`src/rtl/perf_counter_uart_reporter.sv`:
```
// Per-channel saturating event counters with a snapshot-and-report path that
// serialises all counts as one checksummed 8N1 UART frame.
module perf_counter_uart_reporter #(
    parameter int         NUM_CH       = 8,
    parameter int         CNT_W        = 32,
    parameter int         CLKS_PER_BIT = 868,
    parameter logic [7:0] HEADER       = 8'hA5
) (
    input  logic              clk,
    input  logic              rstn,
    input  logic [NUM_CH-1:0] event_i,
    input  logic              clear_i,
    input  logic              cpu_done,
    input  logic              report_i,
    output logic              tx_data,
    output logic              busy,
    output logic              frame_done
);

    localparam int NB        = CNT_W / 8;
    localparam int TOTAL     = 2 + NUM_CH * NB;
    localparam int IDX_W     = $clog2(TOTAL);
    localparam int BAUD_W    = $clog2(CLKS_PER_BIT);
    localparam logic [IDX_W-1:0]  LAST_IDX = IDX_W'(TOTAL - 1);
    localparam logic [BAUD_W-1:0] BAUD_MAX = BAUD_W'(CLKS_PER_BIT - 1);

    typedef enum logic [2:0] {IDLE, LOAD, START, DATA, STOP, DONE} state_t;

    state_t             state, state_nx;
    logic [CNT_W-1:0]   cnt  [NUM_CH];
    logic [CNT_W-1:0]   snap [NUM_CH];
    logic [7:0]         chk;
    logic [7:0]         shift;
    logic [7:0]         ld_byte;
    logic [BAUD_W-1:0]  baud;
    logic [2:0]         bit_idx;
    logic [IDX_W-1:0]   byte_idx;
    logic [IDX_W-1:0]   ld_idx;
    logic               cpu_done_q;
    logic               trig;
    logic               bit_end;
    logic               load_en;
    logic               snap_en;

    function automatic logic [CNT_W-1:0] sat_inc(input logic [CNT_W-1:0] v);
        return (&v) ? v : v + CNT_W'(1);
    endfunction

    assign trig    = (cpu_done & ~cpu_done_q) | report_i;
    assign bit_end = (baud == BAUD_MAX);

    // Live counters: clear wins over a same-cycle event
    always_ff @(posedge clk or negedge rstn) begin
        if (!rstn) begin
            for (int i = 0; i < NUM_CH; i++) cnt[i] <= '0;
        end else begin
            for (int i = 0; i < NUM_CH; i++) begin
                if (clear_i)         cnt[i] <= '0;
                else if (event_i[i]) cnt[i] <= sat_inc(cnt[i]);
            end
        end
    end

    always_ff @(posedge clk or negedge rstn) begin
        if (!rstn) state <= IDLE;
        else       state <= state_nx;
    end

    always_comb begin
        state_nx   = state;
        load_en    = 1'b0;
        snap_en    = 1'b0;
        ld_idx     = byte_idx + IDX_W'(1);
        tx_data    = 1'b1;
        busy       = (state != IDLE);
        frame_done = 1'b0;
        case (state)
            IDLE: begin
                if (trig) begin
                    snap_en  = 1'b1;
                    state_nx = LOAD;
                end
            end
            LOAD: begin
                load_en  = 1'b1;
                ld_idx   = '0;
                state_nx = START;
            end
            START: begin
                tx_data = 1'b0;
                if (bit_end) state_nx = DATA;
            end
            DATA: begin
                tx_data = shift[0];
                if (bit_end && bit_idx == 3'd7) state_nx = STOP;
            end
            STOP: begin
                // Next byte loads on the last stop cycle so bytes run back-to-back
                if (bit_end) begin
                    if (byte_idx == LAST_IDX) begin
                        state_nx = DONE;
                    end else begin
                        load_en  = 1'b1;
                        state_nx = START;
                    end
                end
            end
            DONE: begin
                frame_done = 1'b1;
                state_nx   = IDLE;
            end
            default: state_nx = IDLE;
        endcase
    end

    always_comb begin
        ld_byte = HEADER;
        if (ld_idx == LAST_IDX) begin
            ld_byte = chk;
        end else begin
            for (int ch = 0; ch < NUM_CH; ch++) begin
                for (int b = 0; b < NB; b++) begin
                    if (ld_idx == IDX_W'(ch * NB + b + 1))
                        ld_byte = snap[ch][(NB-1-b)*8 +: 8];
                end
            end
        end
    end

    always_ff @(posedge clk or negedge rstn) begin
        if (!rstn) begin
            cpu_done_q <= 1'b0;
            chk        <= '0;
            shift      <= '0;
            baud       <= '0;
            bit_idx    <= '0;
            byte_idx   <= '0;
            for (int i = 0; i < NUM_CH; i++) snap[i] <= '0;
        end else begin
            cpu_done_q <= cpu_done;
            if (snap_en) begin
                for (int i = 0; i < NUM_CH; i++) snap[i] <= cnt[i];
                chk <= '0;
            end
            if (load_en) begin
                shift    <= ld_byte;
                byte_idx <= ld_idx;
                if (ld_idx != LAST_IDX) chk <= chk ^ ld_byte;
            end
            if (state == START || state == DATA || state == STOP)
                baud <= bit_end ? '0 : baud + BAUD_W'(1);
            else
                baud <= '0;
            if (state == DATA) begin
                if (bit_end) begin
                    shift   <= shift >> 1;
                    bit_idx <= bit_idx + 3'd1;
                end
            end else begin
                bit_idx <= '0;
            end
        end
    end

endmodule

```
`config.mk`:
```
export PLATFORM = sky130hd
export DESIGN_NAME = perf_counter_uart_reporter
export DESIGN_NICKNAME = d
export VERILOG_FILES = /design/src/rtl/perf_counter_uart_reporter.sv
export SDC_FILE = /design/constraint.sdc
export NUM_CORES = 1
export LEC_CHECK = 0
export BUFFER_PORTS_ARGS = -buffer_cell sky130_fd_sc_hd__buf_2
export CAP_MARGIN = 20
export CORE_MARGIN = 2
export CORE_UTILIZATION = 45
export CTS_BUF_LIST = sky130_fd_sc_hd__clkbuf_4 sky130_fd_sc_hd__clkbuf_8
export DETAILED_ROUTE_END_ITERATION = 10
export SLEW_MARGIN = 20
export SYNTH_ARGS = -nofsm -noshare
export SYNTH_HDL_FRONTEND = slang
export SYNTH_SLANG_ARGS = --single-unit
```
`constraint.sdc`:
```
create_clock -name clk -period 3.25 [get_ports clk]
set_input_delay 0.975 -clock clk [delete_from_list [all_inputs] [get_ports clk]]
set_output_delay 0.975 -clock clk [all_outputs]
set_load 0.01 [all_outputs]
```
After elaboration in Yosys (flattened, before gate mapping):

Index checks and enable logic that the tools add are counted.

* register bits: 551
* logic and storage cells: 204
* bits of input ports: 13

* reductions and logical operators: 30
* bitwise gates (word level): 4
* add/subtract/negate cells: 11
* multiplexer cells: 81
* eq/ne operators: 55

Operator list (count)
* $mux W32: 24
* $mux W8: 39
* $add A32 B1 Y32 const B: 8
* $reduce_and A32 Y1: 8
* $eq A6 B5 Y1 const B: 16
* $eq A6 B4 Y1 const B: 8
* $ne A2 B2 Y1 const B: 13
* $eq A6 B3 Y1 const B: 4
* $mux W3: 7
* $mux W10: 2
* $eq A6 B6 Y1 const B: 3
* $reduce_and A2 Y1: 8
* $reduce_bool A2 Y1: 8
* $pmux W3 S5: 1
* $eq A6 B2 Y1 const B: 2
* $add A10 B1 Y10 const B: 1
* $eq A10 B10 Y1 const B: 1
* $eq A3 B3 Y1 const B: 3
* $xor A8 B8 Y8: 1
* $add A6 B1 Y6 const B: 1
* $eq A3 B2 Y1 const B: 2
* $eq A6 B1 Y1 const B: 1
* $mux W6: 1
* $ne A6 B6 Y1 const B: 1
* other kinds (12): 18

Logic depth before layout (Yosys ltp):

Gate-level depths: netlist of the first run.

* depth after elaboration: 39
* depth in mapped cells: 16

Least setup slack after synthesis of the first run:

OpenSTA, ideal clock, no wires.

* path type: reg-to-reg
* start: register byte_idx[1]
* end: register chk[5]
* stages on the path, launching flop included: 16
* arrival: 2.858 ns
* data required time: 3.121 ns
* setup time: 0.129 ns
* setup slack: 0.263 ns
* clock period less this slack: 2.987 ns
* path through: dfrtp_1 -> buf_2 -> inv_1 -> ha_1 -> buf_2 -> buf_2 -> buf_1 -> buf_2 -> buf_2 -> a22oi_1 -> o21ai_0 -> a31oi_1 -> a2111oi_2 -> nor2_1 -> o21ai_0 -> o22ai_1

* word-level cells in the longest chain between the ends: 39
* elaborated cells on any way between the ends: 76
* those cells by class: add/sub: 1; eq/ne: 35; mux: 39; bitwise: 1

Ends and longest elaborated chain
* from (decl): RTL line 37 `logic [IDX_W-1:0] byte_idx;`
* from (signal assigned): RTL line 147 `byte_idx <= ld_idx;`
* $add A6 B1 Y6: RTL line 73 `ld_idx = byte_idx + IDX_W'(1);`
* $mux W6: RTL line 77 `case (state)`
* $eq A6 B1 Y1: RTL line 123 `if (ld_idx == IDX_W'(ch * NB + b + 1))`
* $mux W8 (32 in a row): RTL line 123
* $mux W8: RTL line 118 `if (ld_idx == LAST_IDX) begin`
* $xor A8 B8 Y8: RTL line 148 `if (ld_idx != LAST_IDX) chk <= chk ^ ld_byte;`
* $mux W8: RTL line 148
* $mux W8 (*): RTL line 145 `if (load_en) begin`
* to (signal assigned): RTL line 148
* to (decl): RTL line 32 `logic [7:0] chk;`

Mark *: on every way between the ends. The rest lies on a longest branch, timed or not.
A chain may end at the register's enable or synchronous reset.

Worst setup path after layout of the first run:

Same ends and word-level chain as after synthesis.

==> results of run 1 <==
synth_stat cells, types with 8 or more instances:
cell type,instances
inv_1,52
and4_1,36
a211o_1,8
a221oi_1,8
nand2b_1,15
a31oi_1,13
xnor2_1,75
ha_1,13
nand4_1,66
mux2i_1,18
or3_1,49
a21oi_1,97
o211ai_1,9
dfrtp_1,551
a22oi_1,16
clkbuf_1,111
a22o_1,9
nor2b_1,13
a211oi_1,10
and3_1,47
o2111ai_1,8
nor2_1,353
nand3_1,100
buf_2,36
o21ai_0,116
and2_1,16
nor3_1,43
xor2_1,155
o22ai_1,25
nor4_1,19
nand2_1,899
final cells by class:
type,count,share of cell area
Antenna cell,4,0.000311
Clock inverter,23,0.00671
Timing Repair Buffer,214,0.0586
Clock buffer,152,0.0602
Sequential cell,551,0.428
Multi-Input combinational cell,2402,0.410
Tap cell,782,0.0304
Inverter,52,0.00617
per-stage QoR:
stage | util | setup TNS (ns) | hold slack [ns] | cells | power [mW]
6_report | 0.532 | 0 | 0.143 | 4180 | 14.3
3_3_place_gp | 0.492 | -0.671 | 0.458 | 3999 | 7.42
4_1_cts | 0.527 | 0 | 0.108 | 4174 | 14.4
2_1_floorplan | - | 0 | 0.437 | 3168 | 7.18
3_5_place_dp | 0.492 | -0.588 | 0.459 | 3999 | 7.43
5_1_grt | 0.532 | -0.0170 | 0.108 | 4180 | 14.8
state kept, by name, summed over array words and instances (netlist names):
signal / count
state: 3
byte_idx: 6
baud: 10
cpu_done_q: 1
cnt: 256
shift: 8
snap: 256
chk: 8
bit_idx: 3
power groups by stage:
| stage | Sequential (mW) | Clock, mW | Combinational, mW |
|---|---|---|---|
| final | 6.96 | 6.98 | 0.341 |
| after global placement | 7.07 | 0 | 0.344 |
| after floorplan | 7.06 | 0 | 0.122 |
| after CTS | 6.95 | 7.13 | 0.355 |
| after global routing | 6.95 | 7.48 | 0.394 |
| after detailed placement | 7.08 | 0 | 0.355 |
cell families after synthesis:
family / share of synthesized area
adders and majority gates: 0.00589
AOI/OAI and AO/OA: 0.107
and+or+nand+nor: 0.273
DFF: 0.499
muxes: 0.00856
buffers and inverters: 0.0331
xor gates and xnor gates: 0.0735
metal layers:
layer / up-vias / global-route usage
li1: 11064 / -
met4: 2 / 0.0874
met5: - / 0
met2: 601 / 0.437
met3: 163 / 0.0408
met1: 11637 / 0.364
timing repair:
item,in CTS,in global routing
setup buffers,0,1
hold buffers,0,0
gates resized for setup,8,48
endpoints found under the hold margin,0,0
setup endpoints to repair,10,16
pin swaps,0,3
cloned,0,1
critical path, stage by stage, from the launching register on:
cell,delay (ns)
dfrtp_1,0.41
inv_1,0.10
ha_4,0.37
buf_12,0.22
nand2b_2,0.19
buf_4,0.15
o22ai_1,0.07
and3_1,0.21
o2111ai_2,0.27
a31oi_1,0.19
a2111oi_2,0.37
nor2_1,0.14
o21ai_0,0.17
o22ai_1,0.10
path summary, 6_finish.rpt:
check	from	to	slack (ns)	cells after the start
max in group asynchronous	rstn	cnt[211]	2.07	3
max	byte_idx[1]	chk[5]	0.13	13
min reg2reg	snap[252]	snap[252]	0.47	2
min in group clk	cpu_done	cpu_done_q	0.38	1
min	rstn	cnt[139]	0.14	1
max reg2reg	byte_idx[1]	chk[5]	0.13	13
layout by cell type, fill, tap and decap left out, drive strengths merged, types with 8 or more instances in the layout:
| cell type | count |
|---|---|
| nand2 | 902 |
| dfrtp | 551 |
| nor2 | 356 |
| buf | 213 |
| xor2 | 156 |
| clkbuf | 152 |
| o21ai | 121 |
| nand3 | 101 |
| a21oi | 99 |
| xnor2 | 75 |
| nand4 | 68 |
| inv | 54 |
| or3 | 50 |
| nor3 | 48 |
| and3 | 47 |
| and4 | 36 |
| o22ai | 25 |
| nor4 | 20 |
| mux2i | 18 |
| clkinv | 17 |
| a22oi | 16 |
| and2 | 16 |
| nand2b | 15 |
| nor2b | 13 |
| a31oi | 13 |
| ha | 13 |
| a211oi | 12 |
| a221oi | 10 |
| a22o | 9 |
| o211ai | 9 |
| or2 | 9 |
| a211o | 8 |
| o2111ai | 8 |
| or4 | 8 |
==> results.yml, run 1 <==
grt:
  grt_start_max_net_pins: 120
  first_pass_grt_wire_length_um: 133000
  grt_pass1_vias: 23539
  grt-ovfl-total: 0
  antenna_violations_before_repair: 3
  grt.total_usage: 0.267
sta:
  actual_slew_at_the_worst_max_slew_pin_ns: 0.754
  max_freq_ghz: 0.321
  final-hold-violation-count: 0
  min_tclk_post_route_ns: 3.12
  final_count_of_pins_violating_max_slew: 0
  report.final.setup_viol: 0
  min_period_over_period: 0.959
  post-route-worst-setup-slack_ns: 0.132
  rsz0062_at_grt: "true"
  timing.clock.skew_ns: 0.0310
  slew_headroom: 0.495
layout:
  final_area_um2: 32200
  regArea_um2: 13800
  num-fill-cells: 5574
  areaGrowthSynthToFinish_pct: 16.6
  drive_above_1_share: 0.143
  multi_input_area_um2: 13200
  final_net_count: 3343
power:
  p_sw_mw: 3.25
  ir_worst_vdd_v: 0.000288
  power.share.combinational: 0.024
  seq_power_share: 0.487
  internal-power_mw: 11.0
  power_density_nw_per_um2: 443
  netSwitchingFraction: 0.227
  total_leakage_power_nw: 15.1
  clock_power_share: 0.489
clock_network:
  cts_root_buf: "clkbuf_8"
  tritoncts_clock_tree: "done"
  clkLatencyLatePin_ns: 0.72
  cts_made_buffers: 96
  path_clk_slew_ns: 0.06
  cts_max_level: 3
  clkSinkCount: 551
  cts_buffer_depth: 3
floorplan:
  start_util: 0.456
  design.die.area_um2: 63400
  ioPinCount: 16
  die-height_um: 252
  num_rows: 90
  fp.dieW_um: 252
  core_area_um2: 60600
place:
  detailed_place.area_um2: 29800
  detailedPlacementHpwl_um: 59800
  dp_slack_ns: -0.130
  io_buffers: 15
  last_weighted_congestion_value_of_the_routability_driven_placer: 1.01
yosys:
  synth.net_count: 3194
  postSynthAreaPerCell_um2: 8.72
  synth_enable_flop_cells: 0
  top_area_cell_type_share_of_the_netlist_area: 0.499
  mappedNetlistArea_um2: 27600
  synth_warnings: 0
  top_cell_type_by_total_area_after_synthesis: "dfrtp_1"
  ys_seq_elements: 551
  synth_async_sr_flop_share: 1.00
  seq_area_frac_synth: 0.499
  post_synth_main_area_contributors: "dfrtp_1, nand2_1, xor2_1"
  netlist-cell-type-count: 100
  synth_top_flop_cell: "dfrtp_1"
  syn-instance-count: 3168
run_status:
  run_status: "finished, final reports clean"
route:
  route.met2.wl_um: 39600
  final_routed_drc_violation_total: 0
  met3WireLength_um: 3920
  drt-initial-drc-count: 1967
  maxUsedRoutingLayer: "met5"
  detail-route-antenna-nets: 0
  detailroute.via_count: 23467
  vias_per_cell: 5.61
  wl_per_cell_um: 19.9
  drt_pass1_iterations: 7
  detail_route.wirelength_um: 83200
  route.layer.met1.wl_um: 37100
critical_path:
  critPathKind: "flop to flop"
  crit_path_end_kind: "flop"
  cp_data_required_time_ns: 3.82
  cp.arrival_ns: 3.69
  start_kind: "flop"
  critPathMaxFanout: 33
hold_path:
  hold_path.class: "input port to asynchronous set/reset pin"
run:
  drv_cap: 0
(Power assumes the default switching activity.)
==> inputs of run 2 (changes only) <==
- clock period: 3.25 -> 2.81 ns (I/O delays scaled with it)
==> run 2 against run 1 <==
Largest power group is now registers. Core utilization up 3.9 points. Clock skew up 0.0060 ns. The run now ends with setup timing left. Final area up 7.3%. Critical path depth unchanged. Setup slack worse by 0.34 ns. Power up 14%. Global-route usage up 0.88 points. Clock-buffer cell count down 4. Sequential cell count unchanged. Clock power up 12%. Largest cell class is now multi-input gates.
==> results.yml, run 2 (synthesis results as in run 1) <==
run_status:
  run_status: "finished, violations left"
  failing_checks: "setup timing"
route:
  detail-route-antenna-nets: 0
  final_routed_drc_violation_total: 0
  detail_route.wirelength_um: 86000
  wl_per_cell_um: 19.8
  drt_pass1_iterations: 6
  vias_per_cell: 5.58
  detailroute.via_count: 24180
  drt-initial-drc-count: 1749
layout:
  finished_core_util: 0.571
  final_net_count: 3503
  areaGrowthSynthToFinish_pct: 25.2
  num-fill-cells: 5418
  layout_common_cells: "nand2_1, dfrtp_1, nor2_1"
  final_area_um2: 34600
  drive_above_1_share: 0.213
  regArea_um2: 13800
  multi_input_area_um2: 14200
  mostFrequentLayoutCell: "nand2_1"
  top_regs: "cnt x256, snap x256, baud x10"
critical_path:
  worst_r2r_path_depth: 13
  cp_data_required_time_ns: 3.44
  reg_to_reg_critical_path_endpoint: "chk[1]"
  critPathMaxFanout: 7
  timing.rr.start: "byte_idx[0]"
  r2r_setup_slack_ns: -0.21
  start_kind: "flop"
  cp.arrival_ns: 3.65
  crit_path_end_kind: "flop"
  critPathKind: "flop to flop"
sta:
  max_freq_ghz: 0.331
  setup-tns-final_ns: -2.09
  final-hold-violation-count: 0
  timing.clock.skew_ns: 0.0370
  slew_headroom: 0.577
  post-route-worst-setup-slack_ns: -0.208
  rsz0062_at_grt: "true"
  final_count_of_pins_violating_max_slew: 0
  min_tclk_post_route_ns: 3.02
  min_period_over_period: 1.07
  report.final.setup_viol: 15
  actual_slew_at_the_worst_max_slew_pin_ns: 0.628
floorplan:
  num_rows: 90
  start_util: 0.456
  die-height_um: 252
  design.die.area_um2: 63400
  ioPinCount: 16
  fp.dieW_um: 252
  core_area_um2: 60600
clock_network:
  clkLatencyLatePin_ns: 0.72
  clkSinkCount: 551
  cts_max_level: 3
  path_clk_slew_ns: 0.07
  postCtsHoldBufs: 0
  cts_buffer_depth: 3
  cts_root_buf: "clkbuf_8"
  cts_made_buffers: 95
  tritoncts_clock_tree: "done"
grt:
  grt_start_max_net_pins: 118
  grt_pass1_vias: 24752
  grt.total_usage: 0.275
  first_pass_grt_wire_length_um: 138000
  antenna_violations_before_repair: 2
  grt-ovfl-total: 0
place:
  detailed_place.area_um2: 30800
  detailedPlacementHpwl_um: 62600
  io_buffers: 15
  dp_slack_ns: -0.967
  last_weighted_congestion_value_of_the_routability_driven_placer: 0.954
power:
  power_density_nw_per_um2: 471
  ir_worst_vdd_v: 0.000498
  total_leakage_power_nw: 16.2
  finalPower_mw: 16.3
run:
  drv_cap: 0
hold_path:
  hold_path.class: "input port to asynchronous set/reset pin"
run 2: power by group:
part | internal [mW] | leakage, nW | switching [mW]
sequential | 7.99 | 7.54 | 0.0596
combinational | 0.118 | 7.56 | 0.296
clock | 4.42 | 1.10 | 3.42
total | 12.5 | 16.2 | 3.78
run 2: final cells by class:
cell class                      instances  share of cell area
Tap cell                              782              0.0283
Clock inverter                         25             0.00586
Clock buffer                          148              0.0538
Inverter                               52             0.00575
Antenna cell                            2            0.000145
Multi-Input combinational cell       2402               0.410
Timing Repair Buffer                  375              0.0976
Sequential cell                       551               0.399
run 2: stage by stage:
stage               instances  hold WS (ns)
floorplan                3168         0.437
global placement         4123         0.458
detailed placement       4123         0.466
CTS                      4322        0.0795
global route             4337        0.0915
finish                   4337         0.113
run 2: how the worst max path moves through the flow:
stage	start	end	slack, ns
after global routing	byte_idx[0]	chk[2]	-0.29
after global placement	byte_idx[0]	chk[1]	-1.07
after detailed placement	byte_idx[0]	chk[1]	-0.97
final	byte_idx[0]	chk[1]	-0.21
after floorplan	byte_idx[0]	chk[5]	-0.03
after CTS	byte_idx[0]	shift[3]	-0.17
run 2: per-layer routing:
metal / global-route usage / share of wire
met1: 0.372 / 0.44
met2: 0.461 / 0.48
met3: 0.0371 / 0.043
met4: 0.0883 / 0.030
met5: 0 / 0
run 2: worst max-delay path, stage by stage, from the launching register on:
cell and delay, ns:
dfrtp_2 0.43, ha_4 0.24, buf_6 0.14, xor2_4 0.18, buf_6 0.14, nand3_4 0.09
buf_6 0.15, or4_4 0.59, a2bb2oi_4 0.18, o221ai_4 0.08, a2111o_1 0.23, a32oi_2 0.15
o21ba_2 0.24, o21ai_2 0.10
run 2: what timing repair did:
item / CTS / global route
cloned: 0 / 1
gates resized for setup: 166 / 115
buffers inserted: 28 / 16
endpoints found under the setup margin: 17 / 45
pin swaps: 45 / 71
